<file path="src/rtl/ps2_pkg.sv">
// Shared types and constants for the PS/2 frame receiver.
package ps2_pkg;

  localparam int DATA_BITS            = 8;
  localparam int DEFAULT_FILTER_LEN   = 8;
  localparam int DEFAULT_TIMEOUT_CLKS = 2000;

  typedef enum logic [1:0] {
    IDLE   = 2'd0,
    DATA   = 2'd1,
    PARITY = 2'd2,
    STOP   = 2'd3
  } ps2_state_e;

endpackage

</file>
<file path="src/rtl/ps2_frame_receiver_if.sv">
// PS/2 line inputs plus received-byte / status outputs of the frame receiver.
// Outputs are level/pulse registers with no backpressure: byte_valid, parity_err
// and frame_err are single-cycle strobes the consumer must take when high.
interface ps2_frame_receiver_if;
  logic       ps2clk_in;
  logic       ps2data_in;
  logic       enable_rcv;
  logic [7:0] byte_out;
  logic       byte_valid;
  logic       parity_err;
  logic       frame_err;
  logic       busy;

  modport master (
    output ps2clk_in, ps2data_in, enable_rcv,
    input  byte_out, byte_valid, parity_err, frame_err, busy
  );

  modport slave (
    input  ps2clk_in, ps2data_in, enable_rcv,
    output byte_out, byte_valid, parity_err, frame_err, busy
  );
endinterface

</file>
<file path="src/rtl/ps2_line_filter.sv">
// Two-flop synchronizer followed by a debounce that only flips the output
// after FILTER_LEN consecutive synchronized samples disagree with it.
module ps2_line_filter #(
  parameter int FILTER_LEN = 8
) (
  input  logic clk,
  input  logic rst,
  input  logic line_in,
  output logic line_out
);

  localparam int CW = $clog2(FILTER_LEN + 1);

  logic          meta_q, sync_q;
  logic          filt_q, filt_d;
  logic [CW-1:0] cnt_q, cnt_d;

  // The count restarts whenever the synchronized sample matches the output,
  // so only an unbroken run of the opposite level can flip it.
  always_comb begin
    filt_d = filt_q;
    cnt_d  = '0;
    if (sync_q != filt_q) begin
      if (cnt_q == CW'(FILTER_LEN - 1)) filt_d = sync_q;
      else                              cnt_d  = cnt_q + CW'(1);
    end
  end

  always_ff @(posedge clk) begin
    if (rst) begin
      meta_q <= 1'b1;
      sync_q <= 1'b1;
      filt_q <= 1'b1;
      cnt_q  <= '0;
    end else begin
      meta_q <= line_in;
      sync_q <= meta_q;
      filt_q <= filt_d;
      cnt_q  <= cnt_d;
    end
  end

  assign line_out = filt_q;

endmodule

</file>
<file path="src/rtl/ps2_frame_receiver.sv">
// PS/2 device-to-host frame receiver: filters both lines, decodes
// start/8 data/odd parity/stop on falling clock edges, with timeout abort.
module ps2_frame_receiver
  import ps2_pkg::*;
#(
  parameter int FILTER_LEN   = DEFAULT_FILTER_LEN,
  parameter int TIMEOUT_CLKS = DEFAULT_TIMEOUT_CLKS
) (
  input  logic                 clk,
  input  logic                 rst,
  ps2_frame_receiver_if.slave  bus,
  output ps2_state_e           dbg_state
);

  localparam int TW = $clog2(TIMEOUT_CLKS + 1);

  logic clk_f, data_f, fall;

  ps2_line_filter #(.FILTER_LEN(FILTER_LEN)) u_clk_filter (
    .clk      (clk),
    .rst      (rst),
    .line_in  (bus.ps2clk_in),
    .line_out (clk_f)
  );

  ps2_line_filter #(.FILTER_LEN(FILTER_LEN)) u_data_filter (
    .clk      (clk),
    .rst      (rst),
    .line_in  (bus.ps2data_in),
    .line_out (data_f)
  );

  ps2_state_e     state_q, state_d;
  logic           clk_prev_q;
  logic [2:0]     bit_cnt_q, bit_cnt_d;
  logic [7:0]     shift_q, shift_d;
  logic           par_q, par_d;
  logic [TW-1:0]  tmo_q, tmo_d;
  logic [7:0]     byte_q, byte_d;
  logic           bv_q, bv_d;
  logic           pe_q, pe_d;
  logic           fe_q, fe_d;
  logic           busy_q, busy_d;

  assign fall = clk_prev_q & ~clk_f;

  always_comb begin
    state_d   = state_q;
    bit_cnt_d = bit_cnt_q;
    shift_d   = shift_q;
    par_d     = par_q;
    tmo_d     = tmo_q;
    byte_d    = byte_q;
    bv_d      = 1'b0;
    pe_d      = 1'b0;
    fe_d      = 1'b0;

    if (state_q == IDLE) begin
      tmo_d = '0;
      if (fall && bus.enable_rcv && !data_f) begin
        state_d   = DATA;
        bit_cnt_d = '0;
      end
    end else if (!bus.enable_rcv) begin
      // Host has taken the bus to transmit: drop the frame without reporting.
      state_d = IDLE;
      tmo_d   = '0;
    end else if (fall) begin
      // An edge beats a coincident timeout.
      tmo_d = '0;
      case (state_q)
        DATA: begin
          shift_d   = {data_f, shift_q[7:1]};
          bit_cnt_d = bit_cnt_q + 3'd1;
          if (bit_cnt_q == 3'(DATA_BITS - 1)) state_d = PARITY;
        end
        PARITY: begin
          par_d   = data_f;
          state_d = STOP;
        end
        STOP: begin
          state_d = IDLE;
          if (!data_f) begin
            fe_d = 1'b1;
          end else if (^{shift_q, par_q}) begin
            byte_d = shift_q;
            bv_d   = 1'b1;
          end else begin
            pe_d = 1'b1;
          end
        end
        default: state_d = IDLE;
      endcase
    end else if (tmo_q == TW'(TIMEOUT_CLKS - 1)) begin
      state_d = IDLE;
      tmo_d   = '0;
      fe_d    = 1'b1;
    end else begin
      tmo_d = tmo_q + TW'(1);
    end

    busy_d = (state_d != IDLE);
  end

  always_ff @(posedge clk) begin
    if (rst) begin
      state_q    <= IDLE;
      clk_prev_q <= 1'b1;
      bit_cnt_q  <= '0;
      shift_q    <= '0;
      par_q      <= 1'b0;
      tmo_q      <= '0;
      byte_q     <= 8'h00;
      bv_q       <= 1'b0;
      pe_q       <= 1'b0;
      fe_q       <= 1'b0;
      busy_q     <= 1'b0;
    end else begin
      state_q    <= state_d;
      clk_prev_q <= clk_f;
      bit_cnt_q  <= bit_cnt_d;
      shift_q    <= shift_d;
      par_q      <= par_d;
      tmo_q      <= tmo_d;
      byte_q     <= byte_d;
      bv_q       <= bv_d;
      pe_q       <= pe_d;
      fe_q       <= fe_d;
      busy_q     <= busy_d;
    end
  end

  assign bus.byte_out   = byte_q;
  assign bus.byte_valid = bv_q;
  assign bus.parity_err = pe_q;
  assign bus.frame_err  = fe_q;
  assign bus.busy       = busy_q;
  assign dbg_state      = state_q;

endmodule
</file>
<file path="src/flat_wrapper.sv">
// flat-port wrapper written by rule: the top's interface ports become plain ports
module ps2_frame_receiver_flat import ps2_pkg::*;
#(
  parameter int FILTER_LEN   = DEFAULT_FILTER_LEN,
  parameter int TIMEOUT_CLKS = DEFAULT_TIMEOUT_CLKS
)
  (clk, rst, dbg_state, bus_ps2clk_in, bus_ps2data_in, bus_enable_rcv, bus_byte_out, bus_byte_valid, bus_parity_err, bus_frame_err, bus_busy);
  ps2_frame_receiver_if bus_i ();
  input  logic clk;
  input  logic rst;
  output ps2_state_e dbg_state;
  input wire logic [$bits(bus_i.ps2clk_in)-1:0] bus_ps2clk_in;
  input wire logic [$bits(bus_i.ps2data_in)-1:0] bus_ps2data_in;
  input wire logic [$bits(bus_i.enable_rcv)-1:0] bus_enable_rcv;
  output wire logic [$bits(bus_i.byte_out)-1:0] bus_byte_out;
  output wire logic [$bits(bus_i.byte_valid)-1:0] bus_byte_valid;
  output wire logic [$bits(bus_i.parity_err)-1:0] bus_parity_err;
  output wire logic [$bits(bus_i.frame_err)-1:0] bus_frame_err;
  output wire logic [$bits(bus_i.busy)-1:0] bus_busy;
  assign bus_i.ps2clk_in = bus_ps2clk_in;
  assign bus_i.ps2data_in = bus_ps2data_in;
  assign bus_i.enable_rcv = bus_enable_rcv;
  assign bus_byte_out = bus_i.byte_out;
  assign bus_byte_valid = bus_i.byte_valid;
  assign bus_parity_err = bus_i.parity_err;
  assign bus_frame_err = bus_i.frame_err;
  assign bus_busy = bus_i.busy;
  ps2_frame_receiver #(.FILTER_LEN(FILTER_LEN), .TIMEOUT_CLKS(TIMEOUT_CLKS)) u_core (.clk(clk), .rst(rst), .bus(bus_i), .dbg_state(dbg_state));
endmodule
</file>
<file path="config.mk">
export PLATFORM = sky130hd
export DESIGN_NAME = ps2_frame_receiver_flat
export DESIGN_NICKNAME = d
export VERILOG_FILES = /design/src/rtl/ps2_pkg.sv /design/src/rtl/ps2_frame_receiver_if.sv /design/src/rtl/ps2_line_filter.sv /design/src/rtl/ps2_frame_receiver.sv /design/src/flat_wrapper.sv
export SDC_FILE = /design/constraint.sdc
export NUM_CORES = 1
export LEC_CHECK = 0
export ABC_AREA = 0
export CAP_MARGIN = 20
export CORE_ASPECT_RATIO = 0.8
export CORE_UTILIZATION = 60
export CTS_CLUSTER_SIZE = 14
export DETAILED_ROUTE_END_ITERATION = 7
export DONT_BUFFER_PORTS = 1
export PLACE_DENSITY_LB_ADDON = 0.2
export SLEW_MARGIN = 5
export SYNTH_ARGS = -nofsm -noshare
export SYNTH_HDL_FRONTEND = slang
export SYNTH_HIERARCHICAL = 1
export SYNTH_SLANG_ARGS = --single-unit
</file>
<file path="constraint.sdc">
create_clock -name clk -period 2.5 [get_ports clk]
set_input_delay 0.375 -clock clk [delete_from_list [all_inputs] [get_ports clk]]
set_output_delay 0.375 -clock clk [all_outputs]
set_load 0.01 [all_outputs]
</file>
Yosys cells after proc, flatten, opt, wreduce, memory -nomap -nowiden
Index checks and enable logic that the tools add are counted.

Output and inout bits: 14. Bits in latches: 0. ROM bits: 0. Bits in writable memories: 0. Flip-flop bits (word level): 52. Memories kept: 0.

Magnitude comparators: 0. Bitwise logic cells: 9. $mul: 0. Equality and inequality tests: 10. $add $sub $neg: 4. Multiplexer cells: 18. Divide/modulo/power cells: 0. Shift-type cells: 0. Reduce and logical (&&, ||, !) cells: 20.

Operators with widths (count): 2-to-1 mux 3 bit (5); 2-to-1 mux 2 bit (6); AND reduction 4 bit (3); adder 11 x 1 -> 11 bit (second input constant) (1); == test 11 bit (second input constant) (1); OR reduction 3 bit (3); XOR reduction 9 bit (1); adder 4 x 1 -> 4 bit (second input constant) (2); == test 4 x 3 -> 1 bit (second input constant) (2); NOT 1 bit (8); nonzero test 2 bit (4); 2-to-1 mux 1 bit (6); AND reduction 6 bit (1); OR reduction 6 bit (1); OR reduction 5 bit (1); == test 2 bit (second input constant) (2); case mux 2 bit (2 select lines) (1); AND reduction 2 bit (2); adder 3 x 1 -> 3 bit (second input constant) (1); == test 3 bit (second input constant) (1); == test 2 x 1 -> 1 bit (second input constant) (1); logical AND 1 bit (2); logical NOT 2 bit (1); inequality test 1 bit (2); other kinds (3) (3).

Logic depth before layout (Yosys ltp)
Gate-level depths: netlist of the first run.

Depth in word-level cells: 7. Depth in mapped cells: 7. Gate-level depth less buffers: 7.

By module
The synthesis of the first run kept the hierarchy.

By module, submodules not included: ps2_frame_receiver (times used 1, cells an instance 173, area each 1671.6 um2); ps2_line_filter (times used 2, cells an instance 24, area each 249.0 um2).

Worst setup path before layout of the first run
No wires, ideal clock.

Path kind: register to register. Start point: reg u_core.state_q[0], in the netlist u_core/dbg_state[0]. End point: reg u_core.tmo_q[8]. Arrival time: 1.830 ns. Library setup time: 0.071 ns. Path slack: 0.600 ns. Stages on the path, launching flop included: 7. Path buffers: 1. Cells stage by stage: dfxtp_1 inv_1 ha_1 nand2b_1 or4_1 clkbuf_1 a21oi_1.

Cells in the longest elaborated chain, start to end: 2.

Ends and longest elaborated chain: from (decl) (RTL line ps2_frame_receiver.sv:33) `ps2_state_e state_q, state_d;`; from (signal assigned) (RTL line ps2_frame_receiver.sv:119) `state_q <= state_d;`; logical NOT 2 bit (RTL line ps2_frame_receiver.sv:58) `if (state_q == IDLE) begin`; OR reduction 5 bit (no line); to (signal assigned) (RTL line ps2_frame_receiver.sv:124) `tmo_q <= tmo_d;`; to (decl) (RTL line ps2_frame_receiver.sv:38) `logic [TW-1:0] tmo_q, tmo_d;`.

No other way between the ends. A chain may end at the register's enable or synchronous reset.

Worst setup path in the final report of the first run
Start point: reg u_core.state_q[0], in the netlist u_core/dbg_state[0]. End point: reg u_core.tmo_q[3].

Same word-level chain as after synthesis.

==> summary.txt, run 1 <==
DRT iter0 DRCs = 74
Synth top area share = 0.480
Final Hold Slack = 0.140 ns
Post-synthesis adder-cell area fraction = 0.0519
RSZ-0062 raised after global routing = no
Worst slew pin tran = 0.533 ns
Worst EP arrival = 2.35 ns
VDD IR max = 0.531 mV
Max_slew headroom = 0.644
Final GP Congestion = 0.797
Worst setup SP type = flip-flop
Share of synthesized area spent on multiplexers = 0.0934
H-tree depth = 2
Pin count of the biggest net entering global routing = 37
Die area = 3860 sq um
Ant diodes = 0
Clock Sinks = 52
Die X = 69.2 um
Register area share after synthesis = 0.480
Starting Density = 0.629
Post-route DRC = 0
GRT overflow = 0
# IOs = 19
First-pass GRT wire length = 6040 um
Tot Pwr = 1410 uW
Hold Path Class = input port to flip-flop
Post-Synth Simple-Gate Area = 0.200
TritonCTS clock tree = done
Setup-failing EPs final = 0
Gr usage total = 0.200
Distinct cell type count after synthesis = 32
Place WS = 0.410 ns
Syn avg cell area = 9.82 sq um
PD cells = 606 nW/um^2
Post-CTS Hold Buffers = 0
IO Port Bufs = 0
Min cycle time layout = 2.12 ns
Wirelength per Cell = 13.5 um
Drt pass-1 iters = 4
Xor-xnor portion of the synthesized cell area = 0.0905
Cell Rows = 19
Synth Instances = 221
Endpoints failing hold = 0
Post-Route Skew = 0.00276 ns
Final ANT Viol Nets = 0
Clock Tree Root = clkbuf_8
Largest cells by area after synthesis = dfxtp_1, mux2i_1, nor2_1, ha_1, xnor2_1
Area Overhead vs Synth = 7.21%
Pleak = 0.000960 uW
Max Cap Viol = 0
Commonest non-fill, non-tap cell in the layout = dfxtp_1
DR vias/cell = 5.47
Vias in the first global route = 1359
Setup CP Type = flip-flop to flip-flop
Share of cells above drive strength 1 = 0.0844
Post_cts resized = 0
Clk pin slew, worst setup/hold paths = 0.09 ns
Placed Cells incl. Taps = 259
Fin nets = 238
Highest-count cells in the layout ignoring fill and taps = dfxtp_1, nor2_1, mux2i_1, xnor2_1, a21oi_1
Yosys reg bits = 52
Crit. End Element = flip-flop
Syn_nets = 235
Main combinational cell family by area after synthesis = simple AND/OR/NAND/NOR gates
Fmax achieved = 0.471 GHz
Outcome = finished, final reports clean
Final Non-Filler Cells = 267
Critical path fanouts, max = 11
Final wirelength = 3590 um
Initial antenna violation count = 0
Synth warn = 6
Yosys top cell by area = dfxtp_1
Clock buffer depth = 2
Via count = 1460
Post-CTS Setup Repair Bufs = 0
Period utilization = 0.849
HPWL after DPL = 2460 um
Clk Latency, worst-skew pair = 0.30 ns
Core footprint = 3450 sq um
Die Y = 55.8 um
Final worst slack = 0.378 ns
Setup TNS = 0 ns
Req. time, crit path = 2.73 ns
Slew Limit Fails = 0
Post-synthesis compound-gate area fraction = 0.0623
Synthesized area = 2170 sq um
CTS Buf Count = 5
[sequential cells by signal (all words and copies together), names as in the netlist, 2 cells and up]
register / flops
u_core/dbg_state: 2
u_core/shift_q: 8
u_core/u_clk_filter/cnt_q: 4
u_core/tmo_q: 11
u_core/bus.byte_out: 8
u_core/u_data_filter/cnt_q: 4
u_core/bit_cnt_q: 3
[Yosys cell counts]
library cell / n
dfxtp_1: 52
nor2_1: 42
mux2i_1: 18
xnor2_1: 11
a21oi_1: 10
ha_1: 9
o21ai_0: 9
inv_1: 8
nand3_1: 8
xor2_1: 6
clkbuf_1: 5
or2_2: 5
and3_1: 4
nand2_1: 4
a22oi_1: 3
and3b_1: 3
nor3b_1: 3
nand2b_1: 2
nand3b_1: 2
nor2b_1: 2
nor3_1: 2
or3_1: 2
or3_4: 2
a32o_1: 1
mux2i_4: 1
nand4_1: 1
nor3_2: 1
nor4_1: 1
o31ai_1: 1
or4_1: 1
xnor3_2: 1
xor3_1: 1
[metrics by stage]
stage	util	area [sq um]
after detailed placement	0.641	2210
after CTS	0.675	2330
final	0.675	2330
after global routing	0.675	2330
after floorplan	-	2170
after global placement	0.641	2210
[worst paths after layout]
check / startpoint / end / slack [ns] / cells past startpoint
max: u_core/dbg_state[0] / u_core/tmo_q[3] / 0.38 / 5
min: rst / u_core/shift_q[7] / 0.14 / 1
max reg2reg: u_core/dbg_state[0] / u_core/tmo_q[3] / 0.38 / 5
min reg2reg: u_core/u_clk_filter/meta_q / u_core/u_clk_filter/sync_q / 0.42 / 1
[worst max-delay path: stages (launching register included)]
cell and delay [ns]:
dfxtp_1 0.51, inv_1 0.11, ha_1 0.30, nand2b_1 0.23
or4_1 0.72, nor2_1 0.19
[metal layers]
layer | GRT usage | vias to the layer above | wire (um)
met1 | 0.255 | 665 | 1820
met2 | 0.313 | 35 | 1580
li1 | - | 755 | -
met3 | 0.0598 | 5 | 148
met5 | 0 | - | 0
met4 | 0.0933 | 0 | 45
[logic make-up after synthesis]
kind of cell	Yosys count
XOR/XNOR	19
AO/OA/AOI/OAI	24
multiplexers	19
AND/OR/NAND/NOR	85
buffers and inverters	13
adder cells (fa/ha/maj)	9
flip-flops	52
[power by group]
group	switching [uW]	internal (uW)
Combinational	2.69	5.19
Sequential	1.85	831
Clock	268	301
[layout make-up]
type,instances,area [sq um]
inverters,8,30.0
multi-input cells,156,1080
clock buffers,5,68.8
fillers,257,1120
clock inverters,3,46.3
repair buffers,1,7.51
well taps,42,52.6
flip-flops and latches,52,1040
Note: power is estimated with default switching activity, not from simulation.
==> run 2, diff against run 1 <==
==> constraint.sdc (replaced) <==
create_clock -name clk -period 2 [get_ports clk]
set_input_delay 0.3 -clock clk [delete_from_list [all_inputs] [get_ports clk]]
set_output_delay 0.3 -clock clk [all_outputs]
set_load 0.01 [all_outputs]
==> summary.txt, run 2 (same netlist as run 1, synthesis figures left out) <==
CP peak stage delay = 0.72 ns (about the same)
Die area = 3860 sq um (unchanged)
Register name with the most flops = u_core/tmo_q
Highest-count cells in the layout ignoring fill and taps = dfxtp_1, nor2_1, mux2i_1, xnor2_1, a21oi_1
Post_cts resized = 0 (unchanged)
Final worst slack = 0.161 ns (-0.217 ns)
Clk network pwr share = 0.345 (-0.059)
Largest register FFs = 11 (unchanged)
Setup CP Type = flip-flop to flip-flop
Area Overhead vs Synth = 7.96%
RSZ-0062 raised after global routing = no
HPWL after DPL = 2710 um (+10%)
Switching power total = 323 uW (+19%)
Clock Sinks = 52 (unchanged)
Multi-input gate area = 1080 sq um (unchanged)
TritonCTS clock tree = done
Final GP Congestion = 0.838 (+5.1%)
Crit. End Element = flip-flop
Min cycle time layout = 1.84 ns (-0.283 ns)
Max_slew headroom = 0.672 (+0.0284)
Starting Density = 0.629 (unchanged)
Net Sw Frac = 0.201 (+0.00816)
Reg-to-reg endpoint = u_core/tmo_q[8]
Internal power = 1280 uW (+13%)
Critical R2R Launch = u_core/dbg_state[0]
Crit-path cells = inv_1 > ha_1 > nand2b_1 > or4_1 > a21oi_1
Via count = 1505 (+3.1%)
First-pass GRT wire length = 6400 um (+6.1%)
PD cells = 686 nW/um^2 (+13%)
Drt pass-1 iters = 4 (unchanged)
Dpl cell area = 2240 sq um (+1.4%)
Outcome = finished, final reports clean
Worst setup SP type = flip-flop
Crit path capture = u_core/tmo_q[8]
R2R cell count = 5 (unchanged)
Endpoints failing hold = 0 (unchanged)
Fillers = 284 (+11%)
# IOs = 19 (unchanged)
Clock buffer depth = 2 (unchanged)
CTS Buf Count = 5 (unchanged)
IO Port Bufs = 0 (unchanged)
Post-route DRC = 0 (unchanged)
Req. time, crit path = 2.23 ns (-0.50 ns)
Ant diodes = 0 (unchanged)
Post-CTS Setup Repair Bufs = 0 (unchanged)
Setup-failing EPs final = 0 (unchanged)
Storage element area = 1040 sq um (unchanged)
Vias in the first global route = 1444 (+6.3%)
Clock Tree Root = clkbuf_8
Flop pwr share = 0.649 (+0.058)
Max Cap Viol = 0 (unchanged)
Slew Limit Fails = 0 (unchanged)
Die Y = 55.8 um (unchanged)
Worst EP arrival = 2.07 ns (-0.28 ns)
Die X = 69.2 um (unchanged)
Combinational power share = 0.006 (about the same)
Post-Route Skew = 0.00640 ns (+0.00363 ns)
Gr usage total = 0.208 (+0.00801)
DRT iter0 DRCs = 85 (+15%)
Final core occ = 0.679 (+0.00472)
Commonest non-fill, non-tap cell in the layout = dfxtp_1
Post-route cell area = 2340 sq um (+0.70%)
Setup TNS = 0 ns (unchanged)
R2R Setup Slk = 0.16 ns (-0.22 ns)
Fin nets = 243 (+2.1%)
Clk pin slew, worst setup/hold paths = 0.08 ns (about the same)
Cell Rows = 19 (unchanged)
Core footprint = 3450 sq um (unchanged)
Final Non-Filler Cells = 271 (+1.5%)
Worst slew pin tran = 0.491 ns (-0.0425 ns)
Share of cells above drive strength 1 = 0.100 (+0.0160)
Slowest library cell on the worst path = or4_1
Initial antenna violation count = 0 (unchanged)
Wirelength per Cell = 13.6 um (+1.2%)
Critical path fanouts, max = 11 (unchanged)
VDD IR max = 0.719 mV (+35%)
Period utilization = 0.919 (+0.0706)
DR vias/cell = 5.55 (+1.6%)
Pleak = 0.000975 uW (+1.6%)
GRT overflow = 0 (unchanged)
Final wirelength = 3690 um (+2.7%)
Hold Path Class = input port to flip-flop
Fmax achieved = 0.544 GHz (+15%)
Post-CTS Hold Buffers = 0 (unchanged)
Final ANT Viol Nets = 0 (unchanged)
Worst Setup SP = u_core/dbg_state[0]
Clk Latency, worst-skew pair = 0.30 ns (about the same)
H-tree depth = 2 (unchanged)
Pin count of the biggest net entering global routing = 37 (unchanged)
Placed Cells incl. Taps = 263 (+1.5%)
Place WS = 0.101 ns (-0.308 ns)
## run 2: changes by cell type in the layout (fill, tap and decap cells not counted)
cell       before  now
buf_12          0    1
buf_4           1    5
bufinv_16       1    0
clkinv_2        0    1
inv_6           1    0
## run 2: through the flow
step                hold slack [ns]  total power, uW
finish                       0.0613             1610
global route                 0.0395             1660
CTS                          0.0488             1620
detailed placement            0.375             1080
global placement              0.376             1080
floorplan                     0.389             1080
## run 2: critical path, delay by kind of cell (launching register included)
kind	cells	cell delay, ns
compound gates	1	0.18
fa+ha+maj	1	0.24
buf+inv	1	0.07
flops	1	0.35
simple gates	2	0.93
## run 2: final cells by class
cell class,count,area share
clock buffer,5,0.0294
multi-input combinational,156,0.461
inverter,8,0.0128
tap,42,0.0224
clock inverter,2,0.00534
timing repair buffer,6,0.0246
sequential,52,0.444
## run 2: power by group through the flow
stage | Sequential, uW | Combinational (uW) | Clock (uW)
2_1_floorplan | 1070 | 15.8 | 0
3_3_place_gp | 1070 | 9.61 | 0
3_5_place_dp | 1070 | 10.1 | 0
4_1_cts | 1040 | 10.3 | 572
5_1_grt | 1040 | 11.5 | 610
6_report | 1040 | 10.3 | 554
## run 2: worst min-delay path by stage
stage,from,to,slack [ns],cells past startpoint
floorplan,u_core/u_clk_filter/meta_q,u_core/u_clk_filter/sync_q,0.39,1
global placement,rst,u_core/dbg_state[0],0.38,1
detailed placement,rst,u_core/dbg_state[0],0.38,1
CTS,rst,u_core/bus.byte_out[3],0.05,1
global route,rst,u_core/bus.byte_out[6],0.04,1
finish,rst,u_core/dbg_state[0],0.06,1
## run 2: layer usage
layer / up-vias / part of all wire / global-route usage
met5: - / 0 / 0
met4: 0 / 0.019 / 0.102
met3: 9 / 0.036 / 0.0507
met2: 31 / 0.44 / 0.318
met1: 701 / 0.51 / 0.277
li1: 764 / - / -
